[config.mk]
export PLATFORM = sky130hd
export DESIGN_NAME = vram_arbiter
export DESIGN_NICKNAME = d
export VERILOG_FILES = /design/src/rtl/vram_arbiter.sv
export SDC_FILE = /design/constraint.sdc
export NUM_CORES = 1
export LEC_CHECK = 0
export CORE_AREA = 2 2 100 64
export DETAILED_ROUTE_END_ITERATION = 7
export DIE_AREA = 0 0 102 66
export PLACE_DENSITY = 0.78
export SYNTH_ARGS = -nofsm -noshare
export SYNTH_HDL_FRONTEND = slang
export SYNTH_SLANG_ARGS = --single-unit
[constraint.sdc]
create_clock -name sys_clk -period 2.6 [get_ports sys_clk]
set_clock_uncertainty 0.1 [all_clocks]
set_input_delay 0.39 -clock sys_clk [delete_from_list [all_inputs] [get_ports sys_clk]]
set_output_delay 0.39 -clock sys_clk [all_outputs]
set_load 0.01 [all_outputs]
[src/rtl/vram_arbiter.sv]
// Shares one 8-bit VRAM port between the chroni video fetch engine and the CPU.
// Video has fixed priority; define VRAM_ARB_STARVE_GUARD_EN to enable the CPU anti-starvation counter.
module vram_arbiter #(
  parameter int ADDR_W       = 13,
  parameter int PAGE_W       = 8,
  parameter int MEM_LATENCY  = 2,
  parameter int STARVE_LIMIT = 8
) (
  input  logic                     sys_clk,
  input  logic                     reset_n,
  input  logic [ADDR_W-1:0]        vid_addr,
  input  logic [PAGE_W-1:0]        vid_page,
  input  logic                     vid_rd_req,
  output logic                     vid_rd_ack,
  output logic [7:0]               vid_data,
  input  logic [ADDR_W-1:0]        cpu_addr,
  input  logic [PAGE_W-1:0]        cpu_page,
  input  logic [7:0]               cpu_wdata,
  input  logic                     cpu_we,
  input  logic                     cpu_req,
  output logic                     cpu_ack,
  output logic [7:0]               cpu_rdata,
  output logic [ADDR_W+PAGE_W-1:0] mem_addr,
  output logic [7:0]               mem_wdata,
  output logic                     mem_ce,
  output logic                     mem_we,
  input  logic [7:0]               mem_rdata,
  output logic [1:0]               owner
);

  localparam int MA_W  = ADDR_W + PAGE_W;
  localparam int LAT_W = (MEM_LATENCY > 1) ? $clog2(MEM_LATENCY) : 1;

  localparam logic [1:0] OWN_NONE = 2'b00;
  localparam logic [1:0] OWN_VID  = 2'b01;
  localparam logic [1:0] OWN_CPU  = 2'b10;

  typedef enum logic [1:0] {
    S_IDLE   = 2'd0,
    S_ACCESS = 2'd1,
    S_DONE   = 2'd2
  } state_t;

  state_t            state_q;
  logic [LAT_W-1:0]  lat_q;
  logic [1:0]        owner_q;
  logic [MA_W-1:0]   mem_addr_q;
  logic [7:0]        mem_wdata_q;
  logic              mem_ce_q;
  logic              mem_we_q;
  logic              vid_rd_ack_q;
  logic              cpu_ack_q;
  logic [7:0]        vid_data_q;
  logic [7:0]        cpu_rdata_q;

  logic              force_cpu;
  logic              grant_vid;
  logic              grant_cpu;

  // Arbitration is only meaningful in IDLE; video wins unless the guard forces the CPU.
  always_comb begin
    grant_vid = 1'b0;
    grant_cpu = 1'b0;
    if (state_q == S_IDLE) begin
      if (cpu_req && (!vid_rd_req || force_cpu)) begin
        grant_cpu = 1'b1;
      end else if (vid_rd_req) begin
        grant_vid = 1'b1;
      end
    end
  end

`ifdef VRAM_ARB_STARVE_GUARD_EN
  localparam int STV_W = $clog2(STARVE_LIMIT + 1);

  logic [STV_W-1:0] starve_q;

  assign force_cpu = (starve_q == STV_W'(STARVE_LIMIT));

  // Counts video grants made while the CPU waits; a forced CPU grant clears it, so it never wraps.
  always_ff @(posedge sys_clk or negedge reset_n) begin
    if (!reset_n) begin
      starve_q <= '0;
    end else if (state_q == S_IDLE) begin
      if (!cpu_req || grant_cpu) begin
        starve_q <= '0;
      end else if (grant_vid) begin
        starve_q <= starve_q + 1'b1;
      end
    end
  end
`else
  // STARVE_LIMIT only matters with the guard built in; this expression is constant false.
  assign force_cpu = (STARVE_LIMIT < 0);
`endif

  always_ff @(posedge sys_clk or negedge reset_n) begin
    if (!reset_n) begin
      state_q      <= S_IDLE;
      lat_q        <= '0;
      owner_q      <= OWN_NONE;
      mem_addr_q   <= '0;
      mem_wdata_q  <= '0;
      mem_ce_q     <= 1'b0;
      mem_we_q     <= 1'b0;
      vid_rd_ack_q <= 1'b0;
      cpu_ack_q    <= 1'b0;
      vid_data_q   <= '0;
      cpu_rdata_q  <= '0;
    end else begin
      vid_rd_ack_q <= 1'b0;
      cpu_ack_q    <= 1'b0;
      case (state_q)
        S_IDLE: begin
          if (grant_vid) begin
            mem_addr_q  <= {vid_page, vid_addr};
            mem_wdata_q <= '0;
            mem_we_q    <= 1'b0;
            mem_ce_q    <= 1'b1;
            owner_q     <= OWN_VID;
            lat_q       <= LAT_W'(MEM_LATENCY - 1);
            state_q     <= S_ACCESS;
          end else if (grant_cpu) begin
            mem_addr_q  <= {cpu_page, cpu_addr};
            mem_wdata_q <= cpu_wdata;
            mem_we_q    <= cpu_we;
            mem_ce_q    <= 1'b1;
            owner_q     <= OWN_CPU;
            lat_q       <= LAT_W'(MEM_LATENCY - 1);
            state_q     <= S_ACCESS;
          end
        end
        S_ACCESS: begin
          if (lat_q == '0) begin
            // Last access cycle: read data is valid now, so capture it and raise the ack for DONE.
            mem_ce_q <= 1'b0;
            mem_we_q <= 1'b0;
            if (owner_q == OWN_VID) begin
              vid_data_q   <= mem_rdata;
              vid_rd_ack_q <= 1'b1;
            end else begin
              if (!mem_we_q) begin
                cpu_rdata_q <= mem_rdata;
              end
              cpu_ack_q <= 1'b1;
            end
            state_q <= S_DONE;
          end else begin
            lat_q <= lat_q - 1'b1;
          end
        end
        S_DONE: begin
          owner_q <= OWN_NONE;
          state_q <= S_IDLE;
        end
        default: begin
          owner_q  <= OWN_NONE;
          mem_ce_q <= 1'b0;
          mem_we_q <= 1'b0;
          state_q  <= S_IDLE;
        end
      endcase
    end
  end

  assign vid_rd_ack = vid_rd_ack_q;
  assign vid_data   = vid_data_q;
  assign cpu_ack    = cpu_ack_q;
  assign cpu_rdata  = cpu_rdata_q;
  assign mem_addr   = mem_addr_q;
  assign mem_wdata  = mem_wdata_q;
  assign mem_ce     = mem_ce_q;
  assign mem_we     = mem_we_q;
  assign owner      = owner_q;

endmodule

==> flow_summary_export.csv <==
group,metric,value,unit
synthesis,yosys.cell_count.top_type,"dfrtp_1",
timing,worstMarginPinSlew,0.653,ns
power,ir_drop,0.465,mV
critical_path,path_cells,"or3b_4 -> nor3_4 -> mux2_2",
cts,clockRootBuffer,"clkbuf_8",
cts,cts_tree,"yes",
timing,worst_slack,0.606,ns
synthesis,synth_flop_cell,"dfrtp_1",
layout,finish.utilization,61.7,%
layout,nFillCells,508,
critical_path,required,2.69,ns
status,status,"completed",
global_route,grt_pass1_wl,9050,um
cts,cts_max_level,2,
timing,final.period_utilization,76.7,%
route,viasPerCell,4.68,
power,p_per_area,1150,nW/um2
route,num_vias,1798,
critical_path,crit_arrival,2.09,ns
critical_path,max_stage_delay,0.52,ns
critical_path,critPathKind,"flop to flop",
timing,fin_crit,1.99,ns
floorplan,die_x,102,um
flow_run,drv_cap,0,
synthesis,seq_area_frac_synth,60.1,%
global_route,grt_antenna_before_repair,0,
global_route,track_usage,17.9,%
cts,cts_resized,0,
critical_path,worstPathMaxFanout,10,
synthesis,synth-edff-count,0,
timing,finalSetupTns,0,ns
critical_path,startpoint_type,"flop",
timing,fmax,501,MHz
floorplan,die_area,6730,um2
layout,drive_gt1_share,10.7,%
synthesis,synth_area_leaders,"dfrtp_1 60%, mux2i_1 9.8%, mux2_2 6.5%, o22ai_1 5.8%, inv_1 4.3%",
layout,nNetsFinal,362,
floorplan,die_h,66,um
layout,n_antenna_cell,0,
global_route,grt_pass1_vias,1834,
synthesis,synth_seq_cells,54,
place,dpl.hpwl,4310,um
timing,maxSlewViolCount,0,
timing,rsz0062_at_grt,"no",
global_route,grt_overflow_total,0,
synthesis,synth.top_cell.area_share,60.1,%
critical_path,ff2ff_path_depth,3,
timing,hold_viol,0,
floorplan,core_area,5840,um2
critical_path,critical_path.endpoint_type,"flop",
synthesis,ys_warn_count,0,
cts,numCtsBuffers,5,
place,gp_congestion,0.737,
layout,fin_cells,384,
floorplan,rows,22,
synthesis,syn-instance-count,183,
synthesis,synth_cell_type_count,25,
place,place_inst,375,
route,ant_nets,0,
floorplan,ioPinCount,114,
timing,slew_headroom,56.4,%
route,detail_route.wl_per_cell,14.5,um
synthesis,synthArstFlopShare,100,%
synthesis,synth.avg_cell_area,12.3,um2
route,postRouteWirelength,5590,um
synthesis,yosysTopAreaCell,"dfrtp_1",
route,drt_first_pass_iters,4,
place,portBuffers,113,
synthesis,synth_nets,246,
synthesis,netlist_area,2250,um2
worst_hold_path,hp-class,"input pin to asynchronous set/reset pin",
route,drt_iter0_markers,26,
power,p_leak,1.66,nW
layout,syn2layout_area_growth,60.1,%
route,drc,0,
cts,cts_sinks,54,
cts,clkTransAtPathRegs,0.09,ns
place,place_ws,0.551,ns
cts,ctsLongestPathBuffers,2,
cts,insertion_delay,0.31,ns
critical_path,slowest_stage,"dfrtp_1",
floorplan,start_util,38.5,%
global_route,grt_max_degree,32,
synthesis,netlist_top_cells_count,"54 x dfrtp_1, 26 x inv_1, 22 x mux2i_1",
timing,setup_viol,0,
==> report_power, final <==
part	internal, mW	switching [mW]	total [mW]	leakage, nW
clock	0.284	0.266	0.549	0.0579
sequential	1.26	0.267	1.53	0.656
combinational	1.21	0.845	2.05	0.944
total	2.75	1.38	4.13	1.66
==> path summary, 6_finish.rpt <==
check	from	end	slack (ns)
setup / recovery	state_q[0]$_DFFE_PN0P_	cpu_rdata[3]$_DFFE_PN0P_	0.61
hold / removal	reset_n	mem_addr[18]$_DFFE_PN0P_	0.31
setup reg to reg	state_q[0]$_DFFE_PN0P_	cpu_rdata[3]$_DFFE_PN0P_	0.61
hold reg to reg	cpu_rdata[5]$_DFFE_PN0P_	cpu_rdata[5]$_DFFE_PN0P_	0.41
max in group asynchronous	reset_n	mem_wdata[3]$_DFFE_PN0P_	1.52
min in group sys_clk	cpu_rdata[5]$_DFFE_PN0P_	cpu_rdata[5]$_DFFE_PN0P_	0.41
==> metal layers <==
layer  up-vias  global-route usage (%)  share of wire (%)
met5         -                       0                  0
li1        862                       -                  -
met4         0                    7.17                1.7
met1       858                    24.0                 46
met3         9                    6.03                8.6
met2        69                    26.9                 44
==> worst max-delay path: cells and delay by family (launching register included) <==
family	cells	cell delay (ns)
flip-flops	1	0.52
multiplexers	1	0.39
AND/OR/NAND/NOR	2	0.87
==> cell type report <==
class,count,area (um2),area share (%)
well taps,84,105,2.92
repair buffers,119,1170,32.6
clock inverters,3,40.0,1.11
inverters,26,97.6,2.71
flip-flops and latches,54,1350,37.5
multi-input cells,93,763,21.2
clock buffers,5,68.8,1.91
==> registers in the layout (all words and copies together), names as in the netlist <==
register and cells:
mem_addr 21, cpu_rdata 8, mem_wdata 8, vid_data 8, owner 2, state_q 2, cpu_ack 1, lat_q 1
mem_ce 1, mem_we 1, vid_rd_ack 1
==> metrics by stage <==
stage | hold WS (ns) | instance area (um2) | power [mW]
global route | 0.322 | 3600 | 4.41
finish | 0.311 | 3600 | 4.13
CTS | 0.289 | 3600 | 4.19
detailed placement | 0.100 | 3480 | 3.62
floorplan | -0.00559 | 2250 | 2.49
global placement | 0.0936 | 3480 | 3.55
==> placed cells by master, fill, tap and decap left out, drive strengths merged, types with 2 or more instances in the layout <==
cell type      instances
clkdlybuf4s50        112
dfrtp                 54
inv                   26
mux2i                 22
o22ai                 21
mux2                  16
a22o                   8
nand2                  6
buf                    6
clkbuf                 5
nor2                   3
nor3                   3
nor2b                  2
nand2b                 2
a21oi                  2
clkinv                 2
==> logic make-up after synthesis <==
kind of cell / count (synthesis) / synth area share [%]
mux: 38 / 17.8
simple gates: 21 / 5.51
flops: 54 / 60.1
compound gates: 34 / 10.4
buf+inv: 36 / 6.18
==> timing repair <==
| action | in CTS | in global routing |
|---|---|---|
| hold endpoints to repair | 2 | 0 |
| hold buffers | 1 | 0 |
| setup endpoints to repair | 0 | 0 |
| setup buffers | 0 | 0 |
(Power assumes the default switching activity.)
